==> src/rtl/ocl_axil_arbiter.sv <==
`default_nettype none
// ============================================================================
//  Module   : ocl_axil_arbiter
//  Purpose  : Round-robin arbiter sharing one AXI-Lite master port (towards
//             the OCL register slave) between NUM_REQ single-beat requesters.
//             Only one AXI-Lite transaction is ever outstanding.
//  Revision : 1.0 - initial release
// ----------------------------------------------------------------------------
//  Ports
//    clk_main_a0, rst_main_n      : clock, asynchronous active-low reset
//    req_valid/req_we/req_addr/
//    req_wdata/req_wstrb          : per-requester request (packed vectors)
//    req_ready                    : one-hot, one-cycle grant pulse
//    rsp_valid/rsp_rdata/rsp_resp : one-hot, one-cycle response pulse + data
//    m_aw*/m_w*/m_b*/m_ar*/m_r*   : AXI-Lite master channels
// ============================================================================
module ocl_axil_arbiter #(
    parameter int NUM_REQ = 2,
    parameter int ADDR_W  = 32
) (
    input  logic                      clk_main_a0,
    input  logic                      rst_main_n,
    input  logic [NUM_REQ-1:0]        req_valid,
    output logic [NUM_REQ-1:0]        req_ready,
    input  logic [NUM_REQ-1:0]        req_we,
    input  logic [NUM_REQ*ADDR_W-1:0] req_addr,
    input  logic [NUM_REQ*32-1:0]     req_wdata,
    input  logic [NUM_REQ*4-1:0]      req_wstrb,
    output logic [NUM_REQ-1:0]        rsp_valid,
    output logic [31:0]               rsp_rdata,
    output logic [1:0]                rsp_resp,
    output logic                      m_awvalid,
    output logic [ADDR_W-1:0]         m_awaddr,
    input  logic                      m_awready,
    output logic                      m_wvalid,
    output logic [31:0]               m_wdata,
    output logic [3:0]                m_wstrb,
    input  logic                      m_wready,
    input  logic                      m_bvalid,
    input  logic [1:0]                m_bresp,
    output logic                      m_bready,
    output logic                      m_arvalid,
    output logic [ADDR_W-1:0]         m_araddr,
    input  logic                      m_arready,
    input  logic                      m_rvalid,
    input  logic [31:0]               m_rdata,
    input  logic [1:0]                m_rresp,
    output logic                      m_rready
);

    localparam int c_IDX_W = (NUM_REQ > 1) ? $clog2(NUM_REQ) : 1;
    localparam logic [NUM_REQ-1:0] c_ONE = {{(NUM_REQ-1){1'b0}}, 1'b1};

    localparam logic [2:0] c_ST_IDLE    = 3'd0;
    localparam logic [2:0] c_ST_WR      = 3'd1;
    localparam logic [2:0] c_ST_WR_RESP = 3'd2;
    localparam logic [2:0] c_ST_RD_ADDR = 3'd3;
    localparam logic [2:0] c_ST_RD_RESP = 3'd4;
    localparam logic [2:0] c_ST_RESP    = 3'd5;

    logic [2:0]         r_state,     w_state_nxt;
    logic [c_IDX_W-1:0] r_ptr,       w_ptr_nxt;
    logic [c_IDX_W-1:0] r_gidx,      w_gidx_nxt;
    logic [ADDR_W-1:0]  r_addr,      w_addr_nxt;
    logic [31:0]        r_wdata,     w_wdata_nxt;
    logic [3:0]         r_wstrb,     w_wstrb_nxt;
    logic [NUM_REQ-1:0] r_req_ready, w_req_ready_nxt;
    logic [NUM_REQ-1:0] r_rsp_valid, w_rsp_valid_nxt;
    logic [31:0]        r_rsp_rdata, w_rsp_rdata_nxt;
    logic [1:0]         r_rsp_resp,  w_rsp_resp_nxt;
    logic [31:0]        r_cap_rdata, w_cap_rdata_nxt;
    logic [1:0]         r_cap_resp,  w_cap_resp_nxt;
    logic               r_awvalid,   w_awvalid_nxt;
    logic               r_wvalid,    w_wvalid_nxt;
    logic               r_aw_done,   w_aw_done_nxt;
    logic               r_w_done,    w_w_done_nxt;
    logic               r_bready,    w_bready_nxt;
    logic               r_arvalid,   w_arvalid_nxt;
    logic               r_rready,    w_rready_nxt;

    logic               w_found;
    logic [c_IDX_W-1:0] w_gidx;
    logic [c_IDX_W-1:0] w_ptr_adv;
    logic               w_aw_ok;
    logic               w_w_ok;

    // Round-robin search: first valid requester at or above the pointer.
    always_comb begin
        int v_k;
        int v_n;
        w_found = 1'b0;
        w_gidx  = '0;
        for (int i = 0; i < NUM_REQ; i++) begin
            v_k = (int'(r_ptr) + i) % NUM_REQ;
            if (!w_found && req_valid[c_IDX_W'(v_k)]) begin
                w_found = 1'b1;
                w_gidx  = c_IDX_W'(v_k);
            end
        end
        v_n = int'(w_gidx) + 1;
        if (v_n >= NUM_REQ) begin
            v_n = 0;
        end
        w_ptr_adv = c_IDX_W'(v_n);
    end

    always_comb begin
        w_state_nxt     = r_state;
        w_ptr_nxt       = r_ptr;
        w_gidx_nxt      = r_gidx;
        w_addr_nxt      = r_addr;
        w_wdata_nxt     = r_wdata;
        w_wstrb_nxt     = r_wstrb;
        w_req_ready_nxt = '0;
        w_rsp_valid_nxt = '0;
        w_rsp_rdata_nxt = r_rsp_rdata;
        w_rsp_resp_nxt  = r_rsp_resp;
        w_cap_rdata_nxt = r_cap_rdata;
        w_cap_resp_nxt  = r_cap_resp;
        w_awvalid_nxt   = r_awvalid;
        w_wvalid_nxt    = r_wvalid;
        w_aw_done_nxt   = r_aw_done;
        w_w_done_nxt    = r_w_done;
        w_bready_nxt    = r_bready;
        w_arvalid_nxt   = r_arvalid;
        w_rready_nxt    = r_rready;
        w_aw_ok         = r_aw_done | (r_awvalid & m_awready);
        w_w_ok          = r_w_done  | (r_wvalid  & m_wready);

        case (r_state)
            c_ST_IDLE: begin
                if (w_found) begin
                    w_gidx_nxt      = w_gidx;
                    w_ptr_nxt       = w_ptr_adv;
                    w_req_ready_nxt = c_ONE << w_gidx;
                    w_addr_nxt      = req_addr[w_gidx*ADDR_W +: ADDR_W];
                    w_wdata_nxt     = req_wdata[w_gidx*32 +: 32];
                    w_wstrb_nxt     = req_wstrb[w_gidx*4 +: 4];
                    w_aw_done_nxt   = 1'b0;
                    w_w_done_nxt    = 1'b0;
                    w_state_nxt     = req_we[w_gidx] ? c_ST_WR : c_ST_RD_ADDR;
                end
            end
            c_ST_WR: begin
                // The grant-pulse cycle doubles as the set-up cycle, so the
                // channel valids appear one cycle after req_ready.
                if (|r_req_ready) begin
                    w_awvalid_nxt = 1'b1;
                    w_wvalid_nxt  = 1'b1;
                end else begin
                    if (r_awvalid && m_awready) begin
                        w_awvalid_nxt = 1'b0;
                    end
                    if (r_wvalid && m_wready) begin
                        w_wvalid_nxt = 1'b0;
                    end
                    w_aw_done_nxt = w_aw_ok;
                    w_w_done_nxt  = w_w_ok;
                    if (w_aw_ok && w_w_ok) begin
                        w_bready_nxt = 1'b1;
                        w_state_nxt  = c_ST_WR_RESP;
                    end
                end
            end
            c_ST_WR_RESP: begin
                if (m_bvalid) begin
                    w_cap_resp_nxt  = m_bresp;
                    w_cap_rdata_nxt = '0;
                    w_bready_nxt    = 1'b0;
                    w_state_nxt     = c_ST_RESP;
                end
            end
            c_ST_RD_ADDR: begin
                if (|r_req_ready) begin
                    w_arvalid_nxt = 1'b1;
                end else if (r_arvalid && m_arready) begin
                    w_arvalid_nxt = 1'b0;
                    w_rready_nxt  = 1'b1;
                    w_state_nxt   = c_ST_RD_RESP;
                end
            end
            c_ST_RD_RESP: begin
                if (m_rvalid) begin
                    w_cap_rdata_nxt = m_rdata;
                    w_cap_resp_nxt  = m_rresp;
                    w_rready_nxt    = 1'b0;
                    w_state_nxt     = c_ST_RESP;
                end
            end
            c_ST_RESP: begin
                // Response data is only loaded here so it holds steady
                // between responses.
                w_rsp_valid_nxt = c_ONE << r_gidx;
                w_rsp_rdata_nxt = r_cap_rdata;
                w_rsp_resp_nxt  = r_cap_resp;
                w_state_nxt     = c_ST_IDLE;
            end
            default: begin
                w_state_nxt = c_ST_IDLE;
            end
        endcase
    end

    always_ff @(posedge clk_main_a0 or negedge rst_main_n) begin
        if (!rst_main_n) begin
            r_state     <= c_ST_IDLE;
            r_ptr       <= '0;
            r_gidx      <= '0;
            r_addr      <= '0;
            r_wdata     <= '0;
            r_wstrb     <= '0;
            r_req_ready <= '0;
            r_rsp_valid <= '0;
            r_rsp_rdata <= '0;
            r_rsp_resp  <= '0;
            r_cap_rdata <= '0;
            r_cap_resp  <= '0;
            r_awvalid   <= 1'b0;
            r_wvalid    <= 1'b0;
            r_aw_done   <= 1'b0;
            r_w_done    <= 1'b0;
            r_bready    <= 1'b0;
            r_arvalid   <= 1'b0;
            r_rready    <= 1'b0;
        end else begin
            r_state     <= w_state_nxt;
            r_ptr       <= w_ptr_nxt;
            r_gidx      <= w_gidx_nxt;
            r_addr      <= w_addr_nxt;
            r_wdata     <= w_wdata_nxt;
            r_wstrb     <= w_wstrb_nxt;
            r_req_ready <= w_req_ready_nxt;
            r_rsp_valid <= w_rsp_valid_nxt;
            r_rsp_rdata <= w_rsp_rdata_nxt;
            r_rsp_resp  <= w_rsp_resp_nxt;
            r_cap_rdata <= w_cap_rdata_nxt;
            r_cap_resp  <= w_cap_resp_nxt;
            r_awvalid   <= w_awvalid_nxt;
            r_wvalid    <= w_wvalid_nxt;
            r_aw_done   <= w_aw_done_nxt;
            r_w_done    <= w_w_done_nxt;
            r_bready    <= w_bready_nxt;
            r_arvalid   <= w_arvalid_nxt;
            r_rready    <= w_rready_nxt;
        end
    end

    assign req_ready = r_req_ready;
    assign rsp_valid = r_rsp_valid;
    assign rsp_rdata = r_rsp_rdata;
    assign rsp_resp  = r_rsp_resp;
    assign m_awvalid = r_awvalid;
    assign m_awaddr  = r_addr;
    assign m_wvalid  = r_wvalid;
    assign m_wdata   = r_wdata;
    assign m_wstrb   = r_wstrb;
    assign m_bready  = r_bready;
    assign m_arvalid = r_arvalid;
    assign m_araddr  = r_addr;
    assign m_rready  = r_rready;

endmodule
`default_nettype wire

==> config.mk <==
export PLATFORM = sky130hd
export DESIGN_NAME = ocl_axil_arbiter
export DESIGN_NICKNAME = d
export VERILOG_FILES = /design/src/rtl/ocl_axil_arbiter.sv
export SDC_FILE = /design/constraint.sdc
export NUM_CORES = 1
export LEC_CHECK = 0
export CAP_MARGIN = 10
export CORE_ASPECT_RATIO = 0.6
export CORE_MARGIN = 2
export CORE_UTILIZATION = 41
export CTS_CLUSTER_SIZE = 25
export DETAILED_ROUTE_END_ITERATION = 8
export PLACE_DENSITY = 0.81
export SYNTH_ARGS = -nofsm -noshare
export SYNTH_HDL_FRONTEND = slang
export SYNTH_SLANG_ARGS = --single-unit
export TNS_END_PERCENT = 30
==> constraint.sdc <==
create_clock -name clk_main_a0 -period 2.05 [get_ports clk_main_a0]
set_clock_uncertainty 0.2 [all_clocks]
set_input_delay 0.41 -clock clk_main_a0 [delete_from_list [all_inputs] [get_ports clk_main_a0]]
set_output_delay 0.41 -clock clk_main_a0 [all_outputs]
set_load 0.005 [all_outputs]
==> results.json <==
{
  "ys_seq_area_share_pct": 56.8,
  "grt_max_degree": 69,
  "die_y_um": 103,
  "wirelength_um": 18900,
  "endpoint_kind": "output port",
  "diodes": 0,
  "setup_viol": 0,
  "status": "finished clean",
  "path_buf_inv": 1,
  "top_level_ports": 326,
  "drv_cap": 0,
  "worst_slew_pin_slew_ns": 0.456,
  "synthesis.nets": 804,
  "vdd_ir_drop_max_mv": 0.630,
  "nets": 1107,
  "final_cell_mix": "clkdlybuf4s50_1, dfrtp_1, nor2_1",
  "clk_latency_ns": 0.41,
  "hold_path.class": "flip-flop to flip-flop",
  "slowest_stage": "clkdlybuf4s50_1",
  "wl_per_cell_um": 16.5,
  "cp-start-kind": "flip-flop",
  "design.core.area_um2": 16100,
  "stdcell_count": 1145,
  "grt_pass1_vias": 5603,
  "die_w_um": 169,
  "syn_area_um2": 6690,
  "port_buffers": 324,
  "grt-ovfl-total": 0,
  "fmax_ghz": 0.505,
  "core.rowCount": 36,
  "ctsLongestPathBuffers": 2,
  "viasPerCell": 4.86,
  "final.min_clock_period_ns": 1.98,
  "whs_ns": 0.277,
  "place.gp.congestion": 0.798,
  "drive_gt1_share_pct": 11.0,
  "grt_pass1_wl_um": 29100,
  "worstPathRequired_ns": 1.44,
  "cts_setup_buffers": 0,
  "ys_types": 31,
  "finalHoldViolations": 0,
  "cp_max_fo": 3,
  "crit_chain": "clkdlybuf4s50_1",
  "hpwl_um": 14200,
  "start_util_pct": 41.6,
  "final-max-slew-violation-count": 0,
  "p_leak_nw": 4.76,
  "placed_cell_area_um2": 10200,
  "rsz0062_at_grt": "false",
  "power.density_nw_per_um2": 1370,
  "syn_area_per_cell_um2": 10.8,
  "antenna_found_initial": 0,
  "final_common_cell": "clkdlybuf4s50_1",
  "die_area_um2": 17400,
  "synth_cells": 621,
  "cts_tree": "yes",
  "grt_use_total_pct": 21.7,
  "cts_max_level": 4,
  "first_pass_iters": 4,
  "ys_ff_latch": 152,
  "cpPeakStageDelay_ns": 0.53,
  "critical_path_class": "flip-flop to output port",
  "cpLargestDelayFamily": "buffers and inverters",
  "final_cell_area_um2": 10800,
  "tritoncts_num_sinks": 152,
  "antenna_left": 0,
  "fin_crit_sh_pct": 96.7,
  "drc_errors": 0,
  "placed_cells": 1113,
  "maxSlewHeadroom_pct": 69.6,
  "cts-buffers-inserted": 17,
  "synth_warnings": 0,
  "clock-root-buffer": "clkbuf_16",
  "path_clk_slew_ns": 0.06,
  "cp.arrival_ns": 1.37,
  "dr.first_iter.drc_count": 234,
  "vias": 5569,
  "syn2layout_area_growth_pct": 61.8
}
-- per-layer routing --
layer	share of wire, %	wire length (um)	vias to the layer above	global-route usage [%]
li1	-	-	2687	-
met1	42	7950	2677	26.8
met2	49	9310	193	37.6
met3	7.7	1460	12	7.06
met4	1.1	204	0	5.57
met5	0	0	-	0
-- flip-flops by register name (all words and copies together), names as in the netlist, 2 cells and up --
name	cells
m_wstrb	4
r_state	3
r_cap_resp	2
r_cap_rdata	32
req_ready	2
rsp_resp	2
m_araddr	32
rsp_rdata	32
m_wdata	32
rsp_valid	2
-- Yosys cell counts (all sizes together) --
cell,n,area [um2]
a211o,1,8.76
a21o,4,30.0
a21oi,75,375
a31oi,3,18.8
a41oi,1,8.76
and2,1,6.26
and3,1,6.26
and4,1,8.76
buf,57,364
clkbuf,15,56.3
dfrtp,152,3800
inv,1,3.75
mux2,35,394
mux2i,73,731
nand2,72,270
nand2b,1,6.26
nand3b,4,30.0
nor2,79,297
nor2b,2,12.5
nor3b,1,12.5
nor4b,1,15.0
o21ai,35,175
o221ai,1,15.0
o22a,1,8.76
o2bb2ai,1,8.76
o31ai,1,7.51
or3b,1,8.76
xor2,1,8.76
-- logic make-up (layout without fill, tap and decap cells) --
logic type	count (synthesis)	in the layout	share of synthesized area [%]
AND/OR/NAND/NOR	164	164	10.1
flip-flops	152	152	56.8
AO/OA/AOI/OAI	123	123	9.82
multiplexers	108	108	16.8
buffers and inverters	73	388	6.34
XOR/XNOR	1	1	0.131
-- stage by stage --
| step | total power (W) | setup WS (ns) | util, % | setup TNS [ns] |
|---|---|---|---|---|
| finish | 0.0148 | 0.0684 | 67.3 | 0 |
| global route | 0.0158 | 0.0124 | 67.3 | 0 |
| CTS | 0.0150 | 0.0278 | 67.3 | 0 |
| detailed placement | 0.0116 | -0.206 | 63.5 | -1.49 |
| global placement | 0.0114 | -0.178 | 63.5 | -0.511 |
| floorplan | 0.00796 | 0.168 | - | 0 |
-- final cells by class --
class | count | area [um2]
multi-input cells | 396 | 2480
clock buffers | 17 | 425
well taps | 209 | 262
clock inverters | 14 | 185
flip-flops and latches | 152 | 3810
repair buffers | 356 | 3660
inverters | 1 | 3.75
fillers | 1247 | 5250
-- path summary, 6_finish.rpt --
kind / start / to / slack (ns) / cells after the start
max in group asynchronous: rst_main_n / m_araddr[20] / 0.68 / 3
setup / recovery: m_araddr[30] / m_awaddr[30] / 0.07 / 1
setup reg to reg: r_state[1] / r_state[0] / 0.08 / 4
hold reg to reg: r_cap_rdata[16] / r_cap_rdata[16] / 0.28 / 2
min in group asynchronous: rst_main_n / r_cap_rdata[5] / 0.31 / 2
hold / removal: r_cap_rdata[16] / r_cap_rdata[16] / 0.28 / 2
-- report_power, final --
group	leakage [nW]	total [W]	switching (W)	internal [W]
Clock	0.301	0.00326	0.00131	0.00195
Sequential	1.90	0.00499	0.000825	0.00417
Combinational	2.57	0.00653	0.00255	0.00398
Total	4.76	0.0148	0.00469	0.0101
-- timing repair --
action,CTS,global route
gates resized for setup,0,1
hold buffers,1,0
endpoints found under the hold margin,40,0
setup endpoints to repair,0,1
Note: power is estimated with default switching activity, not from simulation.
